### src/rtl/branch_predictor_pkg.sv
// Shared predictor types: predMux select, 2-bit branch counter, BTB entry layout.
// Tags are held at the widest legal width (ENTRIES=2) and zero-extended for larger tables.
package branch_predictor_pkg;

   localparam int PC_W      = 32;
   localparam int TGT_W     = 30;
   localparam int TAG_MAX_W = 29;

   typedef enum logic {
      OPC = 1'b0,
      PPC = 1'b1
   } predMux;

   typedef enum logic [1:0] {
      SNT = 2'b00,
      WNT = 2'b01,
      WT  = 2'b10,
      ST  = 2'b11
   } brCnt;

   typedef logic [TAG_MAX_W-1:0] tag_t;

   typedef struct packed {
      logic              valid;
      tag_t              tag;
      logic [TGT_W-1:0]  target;
      brCnt              cnt;
   } btb_entry_t;

   localparam btb_entry_t ENTRY_RST = '{valid: 1'b0, tag: '0, target: '0, cnt: WNT};

   function automatic logic predicts_taken(input brCnt c);
      return (c == WT) || (c == ST);
   endfunction

endpackage

### src/rtl/branch_predictor_if.sv
// Fetch-lookup and branch-resolution signals between the pipeline (master) and predictor (slave).
// No handshake: lookup is combinational and every upd_en pulse is consumed in its cycle.
interface branch_predictor_if;
   import branch_predictor_pkg::*;

   logic [PC_W-1:0] fetch_pc;
   predMux          pred_sel;
   logic [PC_W-1:0] pred_target;
   logic            upd_en;
   logic [PC_W-1:0] upd_pc;
   logic [PC_W-1:0] upd_target;
   logic            upd_taken;
   logic            upd_pred;
   logic [31:0]     mispredict_cnt;

   modport master (
      output fetch_pc,
      output upd_en,
      output upd_pc,
      output upd_target,
      output upd_taken,
      output upd_pred,
      input  pred_sel,
      input  pred_target,
      input  mispredict_cnt
   );

   modport slave (
      input  fetch_pc,
      input  upd_en,
      input  upd_pc,
      input  upd_target,
      input  upd_taken,
      input  upd_pred,
      output pred_sel,
      output pred_target,
      output mispredict_cnt
   );

endinterface

### src/rtl/branch_predictor_sat_counter2.sv
// Next state of a 2-bit saturating branch counter; purely combinational, zero latency.
// No backpressure: the result is valid whenever the inputs are.
module sat_counter2
   import branch_predictor_pkg::*;
(
   input  brCnt cnt_i,
   input  logic taken_i,
   output brCnt cnt_o
);

   always_comb begin
      cnt_o = cnt_i;
      case (cnt_i)
         SNT:     cnt_o = taken_i ? WNT : SNT;
         WNT:     cnt_o = taken_i ? WT  : SNT;
         WT:      cnt_o = taken_i ? ST  : WNT;
         ST:      cnt_o = taken_i ? ST  : WT;
         default: cnt_o = cnt_i;
      endcase
   end

endmodule

### src/rtl/branch_predictor.sv
// Direct-mapped BTB with 2-bit counters: zero-latency lookup, training visible the cycle after the edge.
// No backpressure: one fetch lookup and at most one resolved-branch update accepted every cycle.
module branch_predictor
   import branch_predictor_pkg::*;
#(
   parameter  int ENTRIES = 16,
   localparam int IDX_W   = $clog2(ENTRIES),
   localparam int TAG_W   = 30 - IDX_W
)
(
   input  logic                clk_i,
   input  logic                rst_i,
   branch_predictor_if.slave   bp_if
);

   btb_entry_t          btb_q [ENTRIES];
   logic [31:0]         mispredict_cnt_q;
   logic [31:0]         mispredict_cnt_d;

   logic [IDX_W-1:0]    fetch_idx;
   logic [TAG_W-1:0]    fetch_tag_raw;
   tag_t                fetch_tag;
   btb_entry_t          fetch_entry;
   logic                fetch_hit;
   logic                fetch_ppc;

   logic [IDX_W-1:0]    upd_idx;
   logic [TAG_W-1:0]    upd_tag_raw;
   tag_t                upd_tag;
   btb_entry_t          upd_entry;
   btb_entry_t          upd_entry_d;
   logic                upd_hit;
   logic                upd_wr;
   brCnt                upd_cnt_next;

   // ---------------- lookup (reads pre-edge state, no bypass) ----------------
   assign fetch_idx     = bp_if.fetch_pc[IDX_W+1:2];
   assign fetch_tag_raw = bp_if.fetch_pc[31:IDX_W+2];
   assign fetch_tag     = tag_t'(fetch_tag_raw);
   assign fetch_entry   = btb_q[fetch_idx];
   assign fetch_hit     = fetch_entry.valid && (fetch_entry.tag == fetch_tag);
   assign fetch_ppc     = fetch_hit && predicts_taken(fetch_entry.cnt);

   assign bp_if.pred_sel       = fetch_ppc ? PPC : OPC;
   assign bp_if.pred_target    = fetch_ppc ? {fetch_entry.target, 2'b00} : '0;
   assign bp_if.mispredict_cnt = mispredict_cnt_q;

   // ---------------- training ----------------
   assign upd_idx     = bp_if.upd_pc[IDX_W+1:2];
   assign upd_tag_raw = bp_if.upd_pc[31:IDX_W+2];
   assign upd_tag     = tag_t'(upd_tag_raw);
   assign upd_entry   = btb_q[upd_idx];
   assign upd_hit     = upd_entry.valid && (upd_entry.tag == upd_tag);

   sat_counter2 u_sat_counter2 (
      .cnt_i   (upd_entry.cnt),
      .taken_i (bp_if.upd_taken),
      .cnt_o   (upd_cnt_next)
   );

   always_comb begin
      upd_entry_d      = upd_entry;
      upd_wr           = 1'b0;
      mispredict_cnt_d = mispredict_cnt_q;
      if (bp_if.upd_en) begin
         if (upd_hit) begin
            upd_wr          = 1'b1;
            upd_entry_d.cnt = upd_cnt_next;
            if (bp_if.upd_taken) begin
               upd_entry_d.target = bp_if.upd_target[31:2];
            end
         end else if (bp_if.upd_taken) begin
            // Miss-taken allocates, evicting any aliasing branch at this index.
            upd_wr             = 1'b1;
            upd_entry_d.valid  = 1'b1;
            upd_entry_d.tag    = upd_tag;
            upd_entry_d.target = bp_if.upd_target[31:2];
            upd_entry_d.cnt    = WT;
         end
         if ((bp_if.upd_pred != bp_if.upd_taken) && (mispredict_cnt_q != 32'hFFFF_FFFF)) begin
            mispredict_cnt_d = mispredict_cnt_q + 32'd1;
         end
      end
   end

   always_ff @(posedge clk_i or posedge rst_i) begin
      if (rst_i) begin
         for (int i = 0; i < ENTRIES; i++) begin
            btb_q[i] <= ENTRY_RST;
         end
         mispredict_cnt_q <= '0;
      end else begin
         if (upd_wr) begin
            btb_q[upd_idx] <= upd_entry_d;
         end
         mispredict_cnt_q <= mispredict_cnt_d;
      end
   end

endmodule
### src/flat_wrapper.sv
// flat-port wrapper written by rule: the top's interface ports become plain ports
module branch_predictor_flat import branch_predictor_pkg::*;
#(
   parameter  int ENTRIES = 16,
   localparam int IDX_W   = $clog2(ENTRIES),
   localparam int TAG_W   = 30 - IDX_W
)
  (clk_i, rst_i, bp_if_fetch_pc, bp_if_upd_en, bp_if_upd_pc, bp_if_upd_target, bp_if_upd_taken, bp_if_upd_pred, bp_if_pred_sel, bp_if_pred_target, bp_if_mispredict_cnt);
  branch_predictor_if bp_if_i ();
  input  logic clk_i;
  input  logic rst_i;
  input wire logic [$bits(bp_if_i.fetch_pc)-1:0] bp_if_fetch_pc;
  input wire logic [$bits(bp_if_i.upd_en)-1:0] bp_if_upd_en;
  input wire logic [$bits(bp_if_i.upd_pc)-1:0] bp_if_upd_pc;
  input wire logic [$bits(bp_if_i.upd_target)-1:0] bp_if_upd_target;
  input wire logic [$bits(bp_if_i.upd_taken)-1:0] bp_if_upd_taken;
  input wire logic [$bits(bp_if_i.upd_pred)-1:0] bp_if_upd_pred;
  output wire logic [$bits(bp_if_i.pred_sel)-1:0] bp_if_pred_sel;
  output wire logic [$bits(bp_if_i.pred_target)-1:0] bp_if_pred_target;
  output wire logic [$bits(bp_if_i.mispredict_cnt)-1:0] bp_if_mispredict_cnt;
  assign bp_if_i.fetch_pc = bp_if_fetch_pc;
  assign bp_if_i.upd_en = bp_if_upd_en;
  assign bp_if_i.upd_pc = bp_if_upd_pc;
  assign bp_if_i.upd_target = bp_if_upd_target;
  assign bp_if_i.upd_taken = bp_if_upd_taken;
  assign bp_if_i.upd_pred = bp_if_upd_pred;
  assign bp_if_pred_sel = bp_if_i.pred_sel;
  assign bp_if_pred_target = bp_if_i.pred_target;
  assign bp_if_mispredict_cnt = bp_if_i.mispredict_cnt;
  branch_predictor #(.ENTRIES(ENTRIES)) u_core (.clk_i(clk_i), .rst_i(rst_i), .bp_if(bp_if_i));
endmodule
### config.mk
export PLATFORM = sky130hd
export DESIGN_NAME = branch_predictor_flat
export DESIGN_NICKNAME = d
export VERILOG_FILES = /design/src/rtl/branch_predictor_pkg.sv /design/src/rtl/branch_predictor_if.sv /design/src/rtl/branch_predictor_sat_counter2.sv /design/src/rtl/branch_predictor.sv /design/src/flat_wrapper.sv
export SDC_FILE = /design/constraint.sdc
export NUM_CORES = 2
export LEC_CHECK = 0
export ABC_AREA = 1
export BUFFER_PORTS_ARGS = -buffer_cell sky130_fd_sc_hd__buf_2
export CAP_MARGIN = 20
export CORE_MARGIN = 2
export CORE_UTILIZATION = 25
export DETAILED_ROUTE_END_ITERATION = 7
export HOLD_SLACK_MARGIN = 0.1
export REMOVE_ABC_BUFFERS = 1
export SYNTH_ARGS = -nofsm -noshare
export SYNTH_HDL_FRONTEND = slang
export SYNTH_HIERARCHICAL = 1
export SYNTH_SLANG_ARGS = --single-unit
### constraint.sdc
create_clock -name clk_i -period 96.4 [get_ports clk_i]
set_input_delay 14.46 -clock clk_i [delete_from_list [all_inputs] [get_ports clk_i]]
set_output_delay 14.46 -clock clk_i [all_outputs]
set_load 0.05 [all_outputs]
==> flow_summary.toml <==
[sta]
finalSetupViolCount = 0
skew_ps = 67.34
rsz0062_at_grt = "false"
tightestPinTransition_ps = 1225
post-route-period-util_pct = 35.83
fin_crit_ps = 34540
final.setup.tns_ps = 0
hold_ws_ps = 469.2
maxSlewHeadroom_pct = 18.33
drv_slew = 0
finalHoldViolations = 0
clock.fmax_mhz = 28.95

[synthesis]
synth_top_area_share_pct = 45.38
avgSynthCellArea_um2 = 7.211
synth_edf_count = 0
synthArstFlopShare_pct = 100.0
synth_common_cells = "nand2_1, dfrtp_1, o21ai_0"
netlist_instances = 7709
ys_top_cells_by_area = "dfrtp_1, nand2_1, o21ai_0, a21oi_1, a22oi_1"
seq_area_frac_synth_pct = 46.13
ys.flop_type = "dfrtp_1"
synth_seq_cells = 1024
synth_top_area_cell = "dfrtp_1"
yosysWarnings = 6
yosys.cell_types.count = 48
syn_area_um2 = 55590
synthMostInstantiatedCell = "nand2_1"

[die]
core-area_um2 = 221700
pin_count = 166
die_w_um = 475.5
dieArea_um2 = 226100
die_h_um = 475.5
std_cell_rows = 173
initial_core_util_pct = 25.08

[route]
drt_wl_total_mm = 232.1
drtIter0Drc = 7975
postRouteAntennaNets = 0
wl_per_cell_um = 21.94
viasPerCell = 5.328
dr.pass1.iters = 8
vias = 56362
drc = 0

[worst_setup_path]
max_stage_delay_ps = 920
reg2reg_depth = 21
r2r_end = "u_core/btb_q[287]"
cp-start-kind = "primary input"
cp-endpoint = "bp_if_pred_target[4]"
cp_slowest_cell = "buf_4"
critPathRequiredTime_ps = 81940
crit_chain = "buf_8, buf_4, buf_4, buf_4, o21ai_0, o221ai_1, o211ai_1, nand2_1, o22ai_1, nor3_1, nand2_1, nor2_1, nand2_2, buf_4, nor2_1, buf_2"
r2r_slack_ps = 90930
crit_type = "in -> out"
crit_fanout = 97
startpoint = "bp_if_fetch_pc[2]"
path_common_cell = "buf_4"
arrival_ps = 20080
rr_startpoint = "u_core/btb_q[346]"
endpoint_kind = "output pin"

[run_status]
status = "finished clean"

[worst_hold_path]
min_path_type = "reg -> reg"
hp-start = "u_core/btb_q[930]"

[place]
dp_hpwl_mm = 123.5
dpl.cell_count = 10345
port_buffers = 157
place_congestion = 0.8606

[clock_network]
clock-root-buffer = "clkbuf_16"
htreeDepth = 3
clockBufferDepth = 3
postCtsResizedCells = 0
clk_pin_slew_worst_paths_ps = 60
clock-sinks = 1024
post_cts_buffers = 0
cts_hold_buf = 0
cts_tree = "built"
clk_latency_ps = 780
cts_made_buffers = 112

[grt]
grt_max_degree = 199
grt_usage_pct = 19.94
grt_pass1_wl_mm = 344.2
grt_overflow = 0
antenna_found_initial = 21
grt_pass1_vias = 53340

[power]
vdd_ir_drop_max_uv = 17.28
power_w = 0.001201
power_density_nw_per_um2 = 19.09
power.leakage_nw = 29.63

[layout]
area_growth_pct = 13.20
nets = 7608
layout-drive-gt1-share_pct = 7.462
fin_cells = 10578

[flow_run]
maxCapViolCount = 0
area by class of cell:
type	count	area [um^2]
Clock inverter	50	724.4
Multi-Input combinational cell	5856	26670
Timing Repair Buffer	298	1992
Fill cell	23860	158700
Inverter	214	848.3
Clock buffer	157	3313
Tap cell	2975	3722
Sequential cell	1024	25640
Antenna cell	4	10.01
routing by layer:
metal  share of wire, %  routed length [um]  global-route usage, %  vias to the layer above
met1                 41               94350                  27.09                    27042
li1                   -                   -                      -                    24957
met4                4.5               10360                  8.567                        4
met3                 12               27830                  4.665                      664
met2                 43               99530                  30.17                     3695
met5              0.012                  28                      0                        -
flip-flops by register name, summed over array words and instances (netlist names):
register	cells
u_core/bp_if.mispredict_cnt	32
u_core/btb_q	992
worst min-delay path by stage:
| stage | end | slack [ps] | cells past startpoint |
|---|---|---|---|
| floorplan | u_core/btb_q[619] | 430 | 2 |
| CTS | u_core/btb_q[619] | 470 | 2 |
| global route | u_core/btb_q[743] | 490 | 2 |
| finish | u_core/btb_q[930] | 470 | 2 |
| detailed placement | u_core/btb_q[619] | 450 | 2 |
| global placement | u_core/btb_q[619] | 450 | 2 |
logic make-up after synthesis:
family / synth area share [%]
AO/OA/AOI/OAI: 19.30
other: 0.006746
AND/OR/NAND/NOR: 27.92
adder cells (fa/ha/maj): 0.02251
flip-flops: 46.13
buffers and inverters: 6.059
XOR/XNOR: 0.5515
worst max-delay path: cells and delay by family:
family          cells  cell delay (ps)
compound gates      4              720
buf+inv             6             3360
simple gates        6             1110
cell usage in the layout, fill, tap and decap left out, drive strengths merged, types with 16 or more instances in the layout:
| cell type | instances |
|---|---|
| nand2 | 3343 |
| dfrtp | 1008 |
| o21ai | 884 |
| nor2 | 431 |
| a21oi | 382 |
| buf | 298 |
| a22oi | 246 |
| inv | 214 |
| clkbuf | 157 |
| nand3 | 116 |
| a221oi | 108 |
| o22ai | 49 |
| o211ai | 47 |
| o221ai | 44 |
| nor3 | 31 |
| o31ai | 28 |
| clkinv | 27 |
| nand4 | 25 |
| xor2 | 24 |
| dfstp | 16 |
stage by stage:
step           cell area (um^2)  util, %  worst slack [ps]
2_1_floorplan             53030        -             53150
3_3_place_gp              58570    26.43             62210
3_5_place_dp              58690    26.48             62160
4_1_cts                   62730    28.30             62130
5_1_grt                   62920    28.38             61780
6_report                  62920    28.39             61860
where the power goes:
part	switching (W)	internal (W)	leakage, nW
sequential	0.0000439	0.000486	13.6
combinational	0.000136	0.0000621	14.0
clock	0.000196	0.000277	1.97
total	0.000376	0.000825	29.6
No activity file was read; power rests on OpenSTA's default activity.
